$ cat config.mk
export PLATFORM = sky130hd
export DESIGN_NAME = fetch_decode4b
export DESIGN_NICKNAME = d
export VERILOG_FILES = /design/src/rtl/fd4_pkg.sv /design/src/rtl/fd4_decode.sv /design/src/rtl/fetch_decode4b.sv
export SDC_FILE = /design/constraint.sdc
export NUM_CORES = 1
export LEC_CHECK = 0
export ABC_AREA = 1
export BUFFER_PORTS_ARGS = -buffer_cell sky130_fd_sc_hd__buf_2
export CAP_MARGIN = 40
export CELL_PAD_IN_SITES_DETAIL_PLACEMENT = 0
export CELL_PAD_IN_SITES_GLOBAL_PLACEMENT = 1
export CORE_MARGIN = 1.5
export CORE_UTILIZATION = 40
export DETAILED_ROUTE_END_ITERATION = 8
export PLACE_DENSITY = 0.82
export SYNTH_ARGS = -nofsm -noshare
export SYNTH_HDL_FRONTEND = slang
export SYNTH_HIERARCHICAL = 1
export SYNTH_SLANG_ARGS = --single-unit
$ cat constraint.sdc
create_clock -name clk -period 5.2 [get_ports clk]
set_input_delay 0.26 -clock clk [delete_from_list [all_inputs] [get_ports clk]]
set_output_delay 0.26 -clock clk [all_outputs]
set_load 0.02 [all_outputs]
$ cat src/rtl/fd4_pkg.sv
`default_nettype none
// ============================================================================
//  Module   : fd4_pkg
//  Purpose  : Shared types and constants for the fetch_decode4b control stage:
//             FSM state encoding, opcode map, ALU select codes, the bundle of
//             datapath control outputs and the instruction-length helper.
//  Options  : CALL_STACK_EN - makes opcode D (CALL) a 2-byte instruction.
//  Revision : 1.0 - initial release
// ============================================================================
package fd4_pkg;

    // FSM states
    typedef enum logic [2:0] {
        FETCH  = 3'd0,
        DECODE = 3'd1,
        FETCH2 = 3'd2,
        TARGET = 3'd3,
        EXEC   = 3'd4,
        HALT   = 3'd5
    } state_t;

    // Opcode map (instruction bits [7:4])
    localparam logic [3:0] OP_NOP   = 4'h0;
    localparam logic [3:0] OP_LDI   = 4'h1;
    localparam logic [3:0] OP_ADDI  = 4'h2;
    localparam logic [3:0] OP_SUBI  = 4'h3;
    localparam logic [3:0] OP_NANDI = 4'h4;
    localparam logic [3:0] OP_OUT   = 4'h5;
    localparam logic [3:0] OP_CMPI  = 4'h6;
    localparam logic [3:0] OP_JMP   = 4'h7;
    localparam logic [3:0] OP_JC    = 4'h8;
    localparam logic [3:0] OP_JNC   = 4'h9;
    localparam logic [3:0] OP_JZ    = 4'hA;
    localparam logic [3:0] OP_JNZ   = 4'hB;
    localparam logic [3:0] OP_NOPC  = 4'hC;
    localparam logic [3:0] OP_CALL  = 4'hD;
    localparam logic [3:0] OP_RET   = 4'hE;
    localparam logic [3:0] OP_HLT   = 4'hF;

    // ALU function select codes
    localparam logic [2:0] ALU_PASSA = 3'b000;
    localparam logic [2:0] ALU_SUB   = 3'b001;
    localparam logic [2:0] ALU_PASSB = 3'b010;
    localparam logic [2:0] ALU_ADD   = 3'b011;
    localparam logic [2:0] ALU_NAND  = 3'b100;

    // Datapath control bundle
    typedef struct packed {
        logic [3:0] d0;
        logic       ea;
        logic       eb;
        logic       ec;
        logic [2:0] slct;
    } ctrl_t;

    // True when the opcode carries a second (target) byte
    function automatic logic is_two_byte_op(input logic [3:0] op);
        logic two;
        two = (op >= OP_JMP) && (op <= OP_JNZ);
`ifdef CALL_STACK_EN
        if (op == OP_CALL) begin
            two = 1'b1;
        end
`endif
        return two;
    endfunction

endpackage
`default_nettype wire

$ cat src/rtl/fd4_decode.sv
`default_nettype none
// ============================================================================
//  Module   : fd4_decode
//  Purpose  : Purely combinational instruction decoder. Maps the current FSM
//             state, the instruction byte and the latched flags onto the
//             datapath controls and the sequencing hints used by the FSM.
//  Ports    : state_i       - current FSM state
//             instr_i       - instruction byte ([7:4] opcode, [3:0] operand)
//             flag_c_i/z_i  - latched carry / zero flags
//             ctrl_o        - d0/ea/eb/ec/slct, non-zero only in EXEC
//             jump_taken_o  - load PC with the jump target (EXEC only)
//             is_two_byte_o - instruction has a target byte (any state)
//             upd_flags_o   - capture ALU flags at end of EXEC
//             halt_o        - enter HALT at end of EXEC
//             call_o/ret_o  - CALL / RET in EXEC (CALL_STACK_EN only)
//  Options  : CALL_STACK_EN
//  Revision : 1.0 - initial release
// ============================================================================
module fd4_decode
    import fd4_pkg::*;
(
    input  state_t     state_i,
    input  logic [7:0] instr_i,
    input  logic       flag_c_i,
    input  logic       flag_z_i,
    output ctrl_t      ctrl_o,
    output logic       jump_taken_o,
    output logic       is_two_byte_o,
    output logic       upd_flags_o,
`ifdef CALL_STACK_EN
    output logic       call_o,
    output logic       ret_o,
`endif
    output logic       halt_o
);

    logic [3:0] w_op;
    logic [3:0] w_imm;

    assign w_op  = instr_i[7:4];
    assign w_imm = instr_i[3:0];

    always_comb begin
        ctrl_o        = '0;
        jump_taken_o  = 1'b0;
        upd_flags_o   = 1'b0;
        halt_o        = 1'b0;
`ifdef CALL_STACK_EN
        call_o        = 1'b0;
        ret_o         = 1'b0;
`endif
        // Length is needed in DECODE, before the instruction reaches EXEC
        is_two_byte_o = is_two_byte_op(w_op);

        if (state_i == EXEC) begin
            case (w_op)
                OP_LDI, OP_ADDI, OP_SUBI, OP_NANDI: begin
                    ctrl_o.d0   = w_imm;
                    ctrl_o.ea   = 1'b1;
                    ctrl_o.ec   = 1'b1;
                    upd_flags_o = 1'b1;
                    case (w_op)
                        OP_LDI:  ctrl_o.slct = ALU_PASSB;
                        OP_ADDI: ctrl_o.slct = ALU_ADD;
                        OP_SUBI: ctrl_o.slct = ALU_SUB;
                        default: ctrl_o.slct = ALU_NAND;
                    endcase
                end
                OP_OUT: begin
                    ctrl_o.eb   = 1'b1;
                    ctrl_o.slct = ALU_PASSA;
                end
                OP_CMPI: begin
                    // Subtract for flags only; accumulator is not loaded
                    ctrl_o.d0   = w_imm;
                    ctrl_o.ea   = 1'b1;
                    ctrl_o.slct = ALU_SUB;
                    upd_flags_o = 1'b1;
                end
                OP_JMP: jump_taken_o = 1'b1;
                OP_JC:  jump_taken_o = flag_c_i;
                OP_JNC: jump_taken_o = ~flag_c_i;
                OP_JZ:  jump_taken_o = flag_z_i;
                OP_JNZ: jump_taken_o = ~flag_z_i;
`ifdef CALL_STACK_EN
                OP_CALL: begin
                    jump_taken_o = 1'b1;
                    call_o       = 1'b1;
                end
                OP_RET: ret_o = 1'b1;
`endif
                OP_HLT: halt_o = 1'b1;
                default: ;
            endcase
        end
    end

endmodule
`default_nettype wire

$ cat src/rtl/fetch_decode4b.sv
`default_nettype none
// ============================================================================
//  Module   : fetch_decode4b
//  Purpose  : Fetch/decode control stage for the 4-bit accumulator datapath.
//             Reads instructions from a synchronous program ROM (data valid one
//             cycle after the address), sequences FETCH/DECODE/EXEC and, for
//             2-byte jumps, FETCH2/TARGET; drives the datapath controls for
//             exactly the EXEC cycle and keeps carry/zero flags.
//  Ports    : clk, reset (async, active-low), run (stall in FETCH when low)
//             prog_addr/prog_data   - ROM interface (prog_addr == pc)
//             alu_out/alu_carry     - ALU result/carry sampled at end of EXEC
//             d0, ea, eb, ec, slct  - datapath controls
//             pc, flag_c, flag_z, halted - status
//  Params   : ADDR_W (8..12) PC width, RESET_PC PC value after reset
//  Options  : CALL_STACK_EN - adds 2-byte CALL (D) and RET (E) with a
//             one-deep return register; otherwise D/E are 1-byte NOPs.
//  Revision : 1.0 - initial release
// ============================================================================
module fetch_decode4b
    import fd4_pkg::*;
#(
    parameter int unsigned        ADDR_W   = 12,
    parameter logic [ADDR_W-1:0]  RESET_PC = '0
) (
    input  logic              clk,
    input  logic              reset,
    input  logic              run,
    output logic [ADDR_W-1:0] prog_addr,
    input  logic [7:0]        prog_data,
    input  logic [3:0]        alu_out,
    input  logic              alu_carry,
    output logic [3:0]        d0,
    output logic              ea,
    output logic              eb,
    output logic              ec,
    output logic [2:0]        slct,
    output logic [ADDR_W-1:0] pc,
    output logic              flag_c,
    output logic              flag_z,
    output logic              halted
);

    localparam logic [ADDR_W-1:0] c_pc_one = ADDR_W'(1);

    state_t            state_q, state_d;
    logic [ADDR_W-1:0] pc_q, pc_d;
    logic [7:0]        ir_q, ir_d;
    logic [7:0]        lo_q, lo_d;
    logic              flag_c_q, flag_c_d;
    logic              flag_z_q, flag_z_d;
`ifdef CALL_STACK_EN
    logic [ADDR_W-1:0] ret_q, ret_d;
    logic              w_call;
    logic              w_ret;
`endif

    logic [7:0]        w_instr;
    logic [11:0]       w_target_full;
    logic [ADDR_W-1:0] w_target;
    ctrl_t             w_ctrl;
    logic              w_jump_taken;
    logic              w_two_byte;
    logic              w_upd_flags;
    logic              w_halt;

    // In DECODE the byte is still on the ROM bus; afterwards it lives in ir
    assign w_instr       = (state_q == DECODE) ? prog_data : ir_q;
    assign w_target_full = {ir_q[3:0], lo_q};
    assign w_target      = w_target_full[ADDR_W-1:0];

    fd4_decode u_decode (
        .state_i       (state_q),
        .instr_i       (w_instr),
        .flag_c_i      (flag_c_q),
        .flag_z_i      (flag_z_q),
        .ctrl_o        (w_ctrl),
        .jump_taken_o  (w_jump_taken),
        .is_two_byte_o (w_two_byte),
        .upd_flags_o   (w_upd_flags),
`ifdef CALL_STACK_EN
        .call_o        (w_call),
        .ret_o         (w_ret),
`endif
        .halt_o        (w_halt)
    );

    // Next-state logic
    always_comb begin
        state_d  = state_q;
        pc_d     = pc_q;
        ir_d     = ir_q;
        lo_d     = lo_q;
        flag_c_d = flag_c_q;
        flag_z_d = flag_z_q;
`ifdef CALL_STACK_EN
        ret_d    = ret_q;
`endif
        case (state_q)
            FETCH: begin
                if (run) begin
                    state_d = DECODE;
                end
            end
            DECODE: begin
                ir_d    = prog_data;
                pc_d    = pc_q + c_pc_one;
                state_d = w_two_byte ? FETCH2 : EXEC;
            end
            FETCH2: begin
                state_d = TARGET;
            end
            TARGET: begin
                lo_d    = prog_data;
                pc_d    = pc_q + c_pc_one;
                state_d = EXEC;
            end
            EXEC: begin
                if (w_jump_taken) begin
                    pc_d = w_target;
                end
`ifdef CALL_STACK_EN
                // pc already points past the target byte here
                if (w_call) begin
                    ret_d = pc_q;
                end
                if (w_ret) begin
                    pc_d = ret_q;
                end
`endif
                if (w_upd_flags) begin
                    flag_c_d = alu_carry;
                    flag_z_d = (alu_out == 4'd0);
                end
                state_d = w_halt ? HALT : FETCH;
            end
            HALT: begin
                state_d = HALT;
            end
            default: begin
                state_d = FETCH;
            end
        endcase
    end

    always_ff @(posedge clk or negedge reset) begin
        if (!reset) begin
            state_q  <= FETCH;
            pc_q     <= RESET_PC;
            ir_q     <= 8'h00;
            lo_q     <= 8'h00;
            flag_c_q <= 1'b0;
            flag_z_q <= 1'b0;
`ifdef CALL_STACK_EN
            ret_q    <= RESET_PC;
`endif
        end else begin
            state_q  <= state_d;
            pc_q     <= pc_d;
            ir_q     <= ir_d;
            lo_q     <= lo_d;
            flag_c_q <= flag_c_d;
            flag_z_q <= flag_z_d;
`ifdef CALL_STACK_EN
            ret_q    <= ret_d;
`endif
        end
    end

    // Controls decode straight from state, so reset (state=FETCH) kills ec at once
    assign d0        = w_ctrl.d0;
    assign ea        = w_ctrl.ea;
    assign eb        = w_ctrl.eb;
    assign ec        = w_ctrl.ec;
    assign slct      = w_ctrl.slct;
    assign prog_addr = pc_q;
    assign pc        = pc_q;
    assign flag_c    = flag_c_q;
    assign flag_z    = flag_z_q;
    assign halted    = (state_q == HALT);

endmodule
`default_nettype wire

==> impl_metrics.yaml, run 1 <==
final_layout:
  final_cell_mix: "nand2_1 (80), buf_2 (52), dfrtp_1 (33)"
  final_common_cell: "nand2_1"
  insertedDiodeCount: 0
  fillers: 513
  area_growth_pct: 14.3
  finalNonFillerCells: 381
  nNetsFinal: 330
  drive_above_1_share_pct: 25.2
routing:
  vias_per_cell: 4.71
  ant_nets: 0
  wl_um: 4410
  vias: 1793
  route.detailed.drc: 0
  wl_per_cell_um: 11.6
  first_pass_iters: 4
  drt_iter0_drc: 97
run_status:
  status: "finished clean"
yosys:
  synthTopCellsByArea: "dfrtp_1 (41%), nand2_1 (15%), o21ai_0 (6.7%)"
  yosysWarnings: 6
  synthDominantCellAreaShare_pct: 40.9
  synthesis.nets: 289
  synthMuxAreaShare_pct: 0.558
  yosysSeqAreaShare_pct: 40.9
  synth_edf_count: 0
  yosysUniqueCellTypes: 29
  synth_compound_area_share_pct: 11.0
  async_reset_ff_share_pct: 100
  syn_area_sq_um: 2020
  synthSimpleGateAreaFrac_pct: 32.3
  synthAdderAreaFrac_pct: 0.620
  synth_cells: 272
  synth_top_family_by_area: "simple AND/OR/NAND/NOR gates"
  yosys.area.top_type: "dfrtp_1"
  ys_ff_latch: 33
  synth_flop_cell: "dfrtp_1"
  synth_xor_xnor_area_share_pct: 0.868
  avgSynthCellArea_sq_um: 7.42
grt:
  grt_pass1_wl_um: 6990
  grt_use_met3_pct: 3.39
  grt_use_met1_pct: 23.2
  grt_max_degree: 34
  grt.busiest_layer: "met2"
  grt_antenna_before_repair: 0
  met2_usage_pct: 25.7
  grt_usage_pct: 16.6
  grt_overflow_total: 0
  first_global_vias: 1508
floorplanning:
  ios: 53
  initial_core_util_pct: 42.1
  core_area_sq_um: 4790
  die_w_um: 74.0
  die_h_um: 74.0
  dieArea_sq_um: 5480
  num_rows: 25
cts:
  post_cts_buffers: 0
  cts.sinks: 33
  cts_tree: "built"
  insertion_delay_ns: 0.28
  post_cts_resized: 0
  ctsHoldBuffers: 0
  cts_root_buffer: "clkbuf_8"
  clkTransAtPathRegs_ns: 0.07
  htreeDepth: 2
  numCtsBuffers: 5
  clk_path_buf_depth: 2
worst_hold_path:
  hold_path.class: "in2async"
pwr:
  p_leak_nw: 1.29
  power_mw: 1.56
  irDropWorstVdd_uv: 265
  power_density_nw_per_um2: 675
critical_path:
  critPathLaunchType: "register"
  cp-startpoint: "state_q[2]"
  r2r_cells: 14
  crit_path_end_kind: "output port"
  cp-endpoint: "d0[1]"
  critical_path_class: "reg2out"
  crit_arrival_ns: 2.57
  ff2ff_setup_slack_ns: 2.49
  worstReg2RegEnd: "pc[7]"
  crit_fanout: 17
  r2r_start: "state_q[2]"
  required_ns: 4.94
placed_design:
  numPortBuffers: 52
  dp_hpwl_um: 3260
  finalWeightedCongestion: 0.844
  dp_cells: 373
  place_ws_ns: 2.53
sta:
  slew_headroom_pct: 49.9
  finalSetupTns_ns: 0
  slew_viol_final: 0
  setup_violations: 0
  worst_clock_skew_ns: 0.00483
  fin_crit_ns: 2.83
  tightest_slew_ns: 0.751
  period_share_pct: 54.4
  grt_setup_unrepaired: "false"
  hold_violations: 0
  clock.fmax_mhz: 354
  setup_ws_ns: 2.37
run:
  maxCapViolCount: 0
==> layer usage <==
| layer | wire, um | up-vias |
|---|---|---|
| met5 | 0 | - |
| met4 | 48 | 0 |
| li1 | - | 931 |
| met3 | 243 | 5 |
| met1 | 2160 | 805 |
| met2 | 1960 | 52 |
==> report_power, final <==
part	internal, mW	total (mW)	switching [mW]
Combinational	0.280	0.854	0.575
Sequential	0.383	0.518	0.135
Clock	0.0922	0.185	0.0928
==> sequential cells by signal, indices dropped and copies added (netlist names) <==
name,count
state_q,3
flag_z,1
flag_c,1
pc,12
lo_q,8
ir_q,8
==> how the worst min path moves through the flow <==
stage                            end  slack [ns]
final                          pc[2]        0.04
after global routing      state_q[0]        0.09
after CTS                 state_q[2]        0.06
after detailed placement       pc[2]        0.37
after global placement         pc[0]        0.37
after floorplan               flag_c       -0.04
==> per-stage QoR <==
stage / hold WS [ns] / util (%) / area (sq um)
after floorplan: -0.0356 / - / 2020
after global placement: 0.372 / 46.4 / 2220
after detailed placement: 0.366 / 46.4 / 2220
after CTS: 0.0609 / 48.2 / 2310
after global routing: 0.0916 / 48.2 / 2310
final: 0.0420 / 48.2 / 2310
==> synthesized netlist by cell type, types with 2 or more instances <==
cell      instances
or2_2             4
o31ai_1           3
a21oi_1           8
o21ai_0          27
buf_2             2
nor2_4            2
nand2_2           2
inv_2             3
nand2_4           5
a31oi_1           2
dfrtp_1          33
nand4_1           3
nor2_1           20
nand3_1          15
buf_6             3
buf_4            13
nand3b_1          3
nor4_1            2
nand2_1          80
xnor2_1           2
inv_1            32
==> logic make-up (layout without fill, tap and decap cells) <==
kind of cell             count (synthesis)  after routing
AO/OA/AOI/OAI                           42             42
XOR/XNOR                                 2              2
buffers and inverters                   54             96
multiplexers                             1              1
flip-flops                              33             33
adder cells (fa/ha/maj)                  1              1
AND/OR/NAND/NOR                        139            139
==> area by class of cell <==
cell class | instances | area [sq um] | area share [%]
Tap cell | 67 | 83.8 | 3.64
Multi-Input combinational cell | 185 | 915 | 39.7
Sequential cell | 33 | 826 | 35.8
Clock inverter | 3 | 17.5 | 0.760
Inverter | 36 | 135 | 5.86
Timing Repair Buffer | 52 | 260 | 11.3
Clock buffer | 5 | 68.8 | 2.98
==> worst max-delay path: stages, from the launching register on <==
cell	delay, ns
dfrtp_1	0.46
inv_1	0.10
nand2_1	0.11
inv_2	0.13
nand2_4	0.12
o21ai_0	0.52
nand2_1	0.19
nor2_1	0.17
nand2_2	0.10
nand3_4	0.12
nand2_1	0.06
inv_1	0.05
buf_2	0.15
Note: power is estimated with default switching activity, not from simulation.
==> inputs of run 2 (changes only) <==
--- a/config.mk
+++ b/config.mk
@@ -11,9 +11,9 @@
 export CELL_PAD_IN_SITES_DETAIL_PLACEMENT = 0
 export CELL_PAD_IN_SITES_GLOBAL_PLACEMENT = 1
 export CORE_MARGIN = 1.5
-export CORE_UTILIZATION = 40
+export CORE_UTILIZATION = 34
 export DETAILED_ROUTE_END_ITERATION = 8
-export PLACE_DENSITY = 0.82
+export PLACE_DENSITY = 0.74
 export SYNTH_ARGS = -nofsm -noshare
 export SYNTH_HDL_FRONTEND = slang
 export SYNTH_HIERARCHICAL = 1
==> constraint.sdc (replaced) <==
create_clock -name clk -period 2.6 [get_ports clk]
set_input_delay 0.13 -clock clk [delete_from_list [all_inputs] [get_ports clk]]
set_output_delay 0.13 -clock clk [all_outputs]
set_load 0.02 [all_outputs]
==> impl_metrics.yaml, run 2 (synthesis results as in run 1) <==
pwr:
  power_mw: 3.35
  p_leak_nw: 1.34
  power_density_nw_per_um2: 1390
  irDropWorstVdd_uv: 479
cts:
  post_cts_buffers: 0
  cts_root_buffer: "clkbuf_8"
  numCtsBuffers: 5
  cts_tree: "built"
  cts.sinks: 33
  clk_path_buf_depth: 2
  insertion_delay_ns: 0.28
  htreeDepth: 2
  clkTransAtPathRegs_ns: 0.07
placed_design:
  dp_hpwl_um: 3470
  numPortBuffers: 52
  finalWeightedCongestion: 0.800
critical_path:
  max_stage_delay_ns: 0.38
  crit_path_end_kind: "register"
  cp_cell_sequence: "inv_1 -> nand2_1 -> inv_2 -> nand2_4 -> o21ai_0 -> buf_4 -> nand2_1 -> inv_1 -> nand3_1 -> a21oi_2 -> nand2_4 -> nand2_4 -> inv_1 -> a21oi_1 -> nor2_1"
  r2r_start: "state_q[2]"
  critical_path_class: "reg2reg"
  critPathLaunchType: "register"
  cp-startpoint: "state_q[2]"
  cp_num_buf_inv: 5
  required_ns: 2.78
  crit_arrival_ns: 2.50
  ff2ff_setup_slack_ns: 0.28
  cp_slowest_cell: "dfrtp_1"
  crit_family: "simple AND/OR/NAND/NOR gates"
  crit_fanout: 17
sta:
  setup_violations: 0
  finalSetupTns_ns: 0
  tightest_slew_ns: 0.763
  slew_viol_final: 0
  hold_violations: 0
  fin_crit_ns: 2.32
  period_share_pct: 89.2
  grt_setup_unrepaired: "false"
  clock.fmax_mhz: 431
  worst_clock_skew_ns: 0.00505
  slew_headroom_pct: 49.2
grt:
  grt_usage_pct: 15.6
  grt_overflow_total: 0
  grt_pass1_wl_um: 7760
  grt_max_degree: 34
  grt_antenna_before_repair: 0
  first_global_vias: 1644
final_layout:
  area_growth_pct: 19.6
  final_cell_mix: "nand2_1 (80), buf_2 (52), dfrtp_1 (33)"
  seqCellArea_sq_um: 826
  drive_above_1_share_pct: 27.0
  largest_reg_flops: 12
  final_common_cell: "nand2_1"
  fillers: 618
  nNetsFinal: 338
  multi_input_area_sq_um: 922
  insertedDiodeCount: 0
routing:
  vias: 1815
  vias_per_cell: 4.61
  wl_per_cell_um: 11.8
  route.detailed.drc: 0
  wl_um: 4660
  drt_iter0_drc: 123
  first_pass_iters: 4
  ant_nets: 0
floorplanning:
  core_area_sq_um: 5610
  die_h_um: 80.0
  num_rows: 27
  ios: 53
  initial_core_util_pct: 36.0
  dieArea_sq_um: 6400
  die_w_um: 80.0
worst_hold_path:
  hold_path.class: "in2reg"
  hp-start: "alu_out[2]"
run_status:
  status: "finished clean"
run:
  maxCapViolCount: 0
==> run 2: worst paths after layout <==
path                       endpoint  depth (start not counted)
setup / recovery              pc[6]                         15
hold / removal               flag_z                          2
setup reg to reg              pc[6]                         15
hold reg to reg             lo_q[6]                          2
max in group asynchronous   ir_q[5]                          2
min in group asynchronous     pc[2]                          2
==> run 2: timing repair <==
item | CTS | global route
setup endpoints to repair | 0 | 12
gates resized for setup | 0 | 3
endpoints found under the hold margin | 33 | 0
hold buffers | 1 | 0
==> run 2: per-layer routing <==
layer | vias to the layer above | routed length, um | GRT usage [%]
met3 | 4 | 245 | 3.31
met2 | 57 | 2090 | 26.3
met4 | 0 | 47 | 5.17
li1 | 950 | - | -
met5 | - | 0 | 0
met1 | 804 | 2280 | 19.8
==> run 2: report_power, final <==
| part | switching, mW | internal (mW) | leakage [nW] |
|---|---|---|---|
| sequential | 0.224 | 0.765 | 0.403 |
| combinational | 1.22 | 0.643 | 0.882 |
| clock | 0.189 | 0.312 | 0.0585 |
| total | 1.63 | 1.72 | 1.34 |
==> run 2: per-stage QoR <==
| stage | utilization [%] | setup slack (ns) | instance area (sq um) | std cells | hold WS (ns) |
|---|---|---|---|---|---|
| 5_1_grt | 43.0 | 0.00686 | 2410 | 394 | 0.0185 |
| 2_1_floorplan | - | 0.243 | 2020 | 272 | -0.166 |
| 3_3_place_gp | 40.6 | 0.269 | 2280 | 385 | 0.249 |
| 4_1_cts | 42.9 | 0.150 | 2400 | 394 | 0.00568 |
| 6_report | 43.0 | 0.280 | 2410 | 394 | 0.0139 |
| 3_5_place_dp | 40.6 | 0.168 | 2280 | 385 | 0.248 |
==> run 2: area by class of cell <==
class | instances | area share (%)
clock buffers | 7 | 3.58
inverters | 36 | 5.60
multi-input cells | 185 | 38.2
flip-flops and latches | 33 | 34.2
well taps | 72 | 3.73
repair buffers | 60 | 13.4
clock inverters | 1 | 1.24
